<file path="src/rtl/display_pkg.sv">
// Shared types and constants for the multiplexed display scanner.
// Holds the scan FSM state type and the all-off anode pattern.
package display_pkg;

    typedef enum logic {
        S_BLANK,
        S_SHOW
    } scan_state_t;

    // Widest anode bus any board top uses; callers slice to their width.
    localparam int MAX_DIGITS = 16;
    localparam logic [MAX_DIGITS-1:0] ANODE_OFF = '1;

endpackage

</file>
<file path="src/rtl/scan_prescaler.sv">
// Digit-slot counter: counts 0..PRESCALE-1 while en is high.
// Ports: clk, rst_n, en (run), count (slot position), slot_end (last cycle).
module scan_prescaler #(
    parameter int PRESCALE = 50000
) (
    input  logic                        clk,
    input  logic                        rst_n,
    input  logic                        en,
    output logic [$clog2(PRESCALE)-1:0] count,
    output logic                        slot_end
);
    localparam int CW = $clog2(PRESCALE);
    localparam logic [CW-1:0] LAST = CW'(PRESCALE - 1);

    assign slot_end = en && (count == LAST);

    always_ff @(posedge clk or negedge rst_n) begin
        if (!rst_n) begin
            count <= '0;
        end else if (en) begin
            count <= slot_end ? '0 : count + 1'b1;
        end
    end

endmodule

</file>
<file path="src/rtl/display_scan_ctrl.sv">
// Time-multiplexed scan controller feeding one shared seven_seg decoder.
// Ports: load_valid/load_ready/load_data/load_mask (word handshake into a
// shadow buffer), dec_in/dec_en (decoder), digit_an_n (active-low anodes),
// frame_start (pulse on digit 0 slot start).
module display_scan_ctrl
    import display_pkg::*;
#(
    parameter int DIGITS   = 4,
    parameter int PRESCALE = 50000,
    parameter int BLANK    = 8
) (
    input  logic                clk,
    input  logic                rst_n,
    input  logic                load_valid,
    output logic                load_ready,
    input  logic [4*DIGITS-1:0] load_data,
    input  logic [DIGITS-1:0]   load_mask,
    output logic [3:0]          dec_in,
    output logic                dec_en,
    output logic [DIGITS-1:0]   digit_an_n,
    output logic                frame_start
);
    localparam int CW = $clog2(PRESCALE);
    localparam int IW = $clog2(DIGITS);
    localparam logic [CW-1:0] BLANK_LAST = CW'(BLANK - 1);
    localparam logic [IW-1:0] IDX_LAST = IW'(DIGITS - 1);
    localparam logic [DIGITS-1:0] AN_OFF = ANODE_OFF[DIGITS-1:0];

    scan_state_t state, state_nx;

    // run is low only on the cycle between reset release and the first
    // edge; it holds the scan at slot 0 so that edge can launch the
    // registered frame_start for digit 0.
    logic          run;
    logic [CW-1:0] count;
    logic          slot_end;
    logic [IW-1:0] idx, idx_nx;

    logic [4*DIGITS-1:0] act_data, pend_data, data_nx;
    logic [DIGITS-1:0]   act_mask, pend_mask, mask_nx;
    logic                pend_full, pend_full_nx;
    logic                accept, commit;

    logic [DIGITS-1:0] an_d;
    logic              en_d, fs_d;
    logic [3:0]        din_d;

    scan_prescaler #(
        .PRESCALE (PRESCALE)
    ) u_pre (
        .clk      (clk),
        .rst_n    (rst_n),
        .en       (run),
        .count    (count),
        .slot_end (slot_end)
    );

    always_ff @(posedge clk or negedge rst_n) begin
        if (!rst_n) begin
            state <= S_BLANK;
            idx   <= '0;
        end else begin
            state <= state_nx;
            idx   <= idx_nx;
        end
    end

    always_comb begin
        state_nx = state;
        idx_nx   = idx;
        unique case (state)
            S_BLANK: if (run && count == BLANK_LAST) state_nx = S_SHOW;
            S_SHOW:  if (slot_end) state_nx = S_BLANK;
        endcase
        if (slot_end) begin
            idx_nx = (idx == IDX_LAST) ? '0 : idx + 1'b1;
        end
    end

    // Outputs are launched from the next-cycle scan position so they line
    // up with the counter value they describe.
    always_comb begin
        accept       = load_valid && load_ready;
        commit       = run && pend_full && count == '0 && idx == '0;
        data_nx      = commit ? pend_data : act_data;
        mask_nx      = commit ? pend_mask : act_mask;
        pend_full_nx = accept || (pend_full && !commit);
        an_d         = AN_OFF;
        en_d         = 1'b0;
        din_d        = 4'h0;
        if (state_nx == S_SHOW) begin
            din_d = data_nx[{idx_nx, 2'b00} +: 4];
            if (!mask_nx[idx_nx]) begin
                an_d[idx_nx] = 1'b0;
                en_d         = 1'b1;
            end
        end
        fs_d = (!run || slot_end) && idx_nx == '0;
    end

    always_ff @(posedge clk or negedge rst_n) begin
        if (!rst_n) begin
            run         <= 1'b0;
            act_data    <= '0;
            act_mask    <= '0;
            pend_data   <= '0;
            pend_mask   <= '0;
            pend_full   <= 1'b0;
            load_ready  <= 1'b1;
            digit_an_n  <= AN_OFF;
            dec_en      <= 1'b0;
            dec_in      <= 4'h0;
            frame_start <= 1'b0;
        end else begin
            run        <= 1'b1;
            act_data   <= data_nx;
            act_mask   <= mask_nx;
            pend_full  <= pend_full_nx;
            load_ready <= !pend_full_nx;
            if (accept) begin
                pend_data <= load_data;
                pend_mask <= load_mask;
            end
            digit_an_n  <= an_d;
            dec_en      <= en_d;
            dec_in      <= din_d;
            frame_start <= fs_d;
        end
    end

endmodule

</file>
<file path="config.mk">
export PLATFORM = sky130hd
export DESIGN_NAME = display_scan_ctrl
export DESIGN_NICKNAME = d
export VERILOG_FILES = /design/src/rtl/display_pkg.sv /design/src/rtl/scan_prescaler.sv /design/src/rtl/display_scan_ctrl.sv
export SDC_FILE = /design/constraint.sdc
export NUM_CORES = 1
export LEC_CHECK = 0
export CAP_MARGIN = 5
export CORE_ASPECT_RATIO = 0.8
export CORE_MARGIN = 5
export CORE_UTILIZATION = 42
export DETAILED_ROUTE_END_ITERATION = 8
export PLACE_DENSITY = 0.63
export SYNTH_ARGS = -nofsm -noshare
export SYNTH_HDL_FRONTEND = slang
export SYNTH_SLANG_ARGS = --single-unit
</file>
<file path="constraint.sdc">
create_clock -name clk -period 6.55 [get_ports clk]
set_clock_uncertainty 0.15 [all_clocks]
set_input_delay 0.9825 -clock clk [delete_from_list [all_inputs] [get_ports clk]]
set_output_delay 0.9825 -clock clk [all_outputs]
set_load 0.05 [all_outputs]
</file>
==> results by group <==
Status
  – Status: finished, final reports clean

Yosys
  – Post-synthesis cell type count: 46
  – Synthesized area: 3200 um2
  – Register area share after synthesis: 0.565
  – Seq cells post-synth: 72
  – EDFF count, synth: 0
  – Synthesized area per cell: 12.6 um2
  – Fraction of synthesis flops using an asynchronous set or reset pin: 1.00
  – Top FF cell, synth: dfrtp_1
  – Number of synthesis warnings: 0
  – Syn nets: 280
  – Synthesized instance count: 253

Pwr
  – Pwr dens: 398 nW/um2
  – Leakage: 0.00169 uW
  – Switching Share: 0.329
  – Pint: 1020 uW
  – Clk pwr share: 0.235
  – Net Sw Power: 503 uW
  – Combinational power share: 0.310
  – Flop pwr share: 0.456
  – Max VDD drop: 0.207 mV

Critical path
  – Family with the most delay on the worst path: simple AND/OR/NAND/NOR gates
  – Critical path depth in cells: 8
  – Crit path DAT: 3.17 ns
  – Setup Crit Path Kind: reg2reg
  – Crit. Startpoint: idx[0]
  – Worst R2R End: digit_an_n[1]
  – Slowest stage delay, CP: 0.65 ns
  – CP Max Fanout: 21
  – Worst path bufs/invs: 1
  – FF-to-FF setup slack: 3.50 ns
  – WP data required: 6.67 ns
  – CP Capture Type: register
  – Critical path endpoint: digit_an_n[1]
  – Worst-path cell chain: inv_1, ha_1, and4b_1, and2_1, nand2_2, mux2i_2, o21ai_0, or3_1
  – Worst reg-to-reg path cell count: 8
  – Critical path's slowest cell: dfrtp_1
  – RR Startpoint: idx[0]
  – Startpoint Class: register

Place
  – Post-DP HPWL: 4.12 mm
  – GPL Wtd Cong: 0.818
  – DP Cell Count: 387
  – PortBufs: 33
  – Post-Place Setup Slack: 3.55 ns

Cells and area
  – Layout cell share with drive strength beyond 1: 0.242
  – Most common cell after layout, fill and taps aside: dfrtp_1
  – Fillers: 672
  – Most frequent cells in the layout: 67 x dfrtp_1, 36 x mux2_2, 32 x clkdlybuf4s50_1
  – Net count, final: 320
  – Final Core Density: 0.517
  – Inserted Diodes: 0
  – Synth-to-layout area growth: 20.0%
  – Finished Layout Cells: 403

Drt
  – Vias: 1986
  – WL per Instance: 14.7 um
  – WL final: 5.94 mm
  – Initial drt markers: 80
  – Routed Antenna Nets: 0
  – Vias per cell: 4.93
  – DRC viols: 0
  – Drt first pass iters: 4

Timing
  – Final count of negative-setup-slack endpoints: 0
  – Hold Fails Final Rpt: 0
  – Slew Viols, Final: 0
  – RSZ-0062 raised after global routing: false
  – Fin crit period: 3.05 ns
  – Fmax achieved: 328 MHz
  – Fin Hold WS: 0.354 ns
  – Final setup margin: 3.50 ns
  – Final period utilization: 0.466
  – Slew margin rel.: 0.368
  – Worst slew pin tran: 0.941 ns
  – Setup TNS: 0 ns

Floorplan
  – Die span in y: 88.1 um
  – Num ports: 34
  – Starting Density: 0.431
  – Die area: 9470 um2
  – Core Box Area: 7430 um2
  – FP Rows: 28
  – Die width: 108 um

Run
  – MaxCap Viol Count: 0

Global route
  – Number of global-route vias before repair: 1997
  – Initial antenna violation count: 0
  – Largest net degree at the start of global routing: 73
  – All-Layer GR Usage: 0.139
  – Wire length of the first global-routing pass: 10.1 mm
  – Grt total ovfl: 0

Clock network
  – Clock Tree Buf Depth: 2
  – Clock latency on the worst-skew pair: 0.35 ns
  – Num CTS Buffers: 9
  – Clk sink count: 72
  – Root Buffer Master: clkbuf_8
  – Post_cts resized: 0
  – CTS clk-pin slew, worst paths: 0.08 ns
  – Setup Fix Bufs, Post-CTS: 0
  – Post-CTS Hold Buffers: 0
  – CTS tree: built
  – CTS H-Tree Depth: 3

Worst hold path
  – HP Start: act_data[15]
  – Hold WC Path Type: reg2reg
## layout make-up
| cell class | instances | area, um2 | share of cell area |
|---|---|---|---|
| Inverter | 13 | 53.8 | 0.0140 |
| Sequential cell | 72 | 1810 | 0.471 |
| Tap cell | 105 | 131 | 0.0342 |
| Multi-Input combinational cell | 163 | 1310 | 0.341 |
| Timing Repair Buffer | 34 | 333 | 0.0867 |
| Clock inverter | 6 | 67.6 | 0.0176 |
| Clock buffer | 10 | 138 | 0.0358 |
## registers in the layout, summed over array words and instances, names as in the netlist
register	flops
state	1
run	1
pend_mask	4
digit_an_n	4
u_pre.count	16
act_data	16
pend_full	1
act_mask	4
dec_en	1
dec_in	4
idx	2
frame_start	1
load_ready	1
pend_data	16
## logic make-up (layout without fill, tap and decap cells)
kind of cell | Yosys count | in the layout | share of synthesized area
fa+ha+maj | 4 | 4 | 0.0156
other cells | 1 | 1 | 0.00117
mux | 50 | 50 | 0.173
compound gates | 26 | 26 | 0.0598
buf+inv | 18 | 63 | 0.0258
simple gates | 69 | 69 | 0.124
xor+xnor | 13 | 13 | 0.0356
flops | 72 | 72 | 0.565
## routing by layer
metal	global-route usage	share of wire
met3	0.0435	0.047
met2	0.179	0.41
met5	0	0
met1	0.213	0.54
met4	0.0550	0.0064
## worst min path at each step
stage | depth (start not counted) | to | slack (ns)
finish | 1 | act_data[15] | 0.35
global route | 1 | act_data[6] | 0.37
CTS | 1 | act_data[13] | 0.36
detailed placement | 1 | act_data[13] | 0.33
global placement | 1 | act_data[8] | 0.33
floorplan | 2 | pend_full | 0.31
## through the flow
step                      area [um2]  power (uW)
after floorplan                 3200        1040
after global routing            3840        1620
after global placement          3630        1170
after CTS                       3840        1550
final                           3840        1530
after detailed placement        3630        1190
## cell usage after synthesis, drive strengths merged (5+ instances only)
| master | count | area [um2] |
|---|---|---|
| dfrtp | 67 | 1680 |
| mux2 | 36 | 405 |
| nand2 | 20 | 77.6 |
| mux2i | 14 | 148 |
| inv | 12 | 45.0 |
| nor2 | 10 | 37.5 |
| nand3 | 9 | 45.0 |
| o21ai | 9 | 48.8 |
| xor2 | 7 | 61.3 |
| and3 | 6 | 38.8 |
| xnor2 | 6 | 52.6 |
| and2 | 5 | 31.3 |
| dfstp | 5 | 131 |
| nor3 | 5 | 30.0 |
## power groups by stage
stage	sequential (uW)	clock (uW)	combinational, uW
3_3_place_gp	706	0	468
5_1_grt	719	384	520
4_1_cts	699	369	482
3_5_place_dp	706	0	480
2_1_floorplan	758	0	279
6_report	696	359	473
No activity file was read; power rests on OpenSTA's default activity.
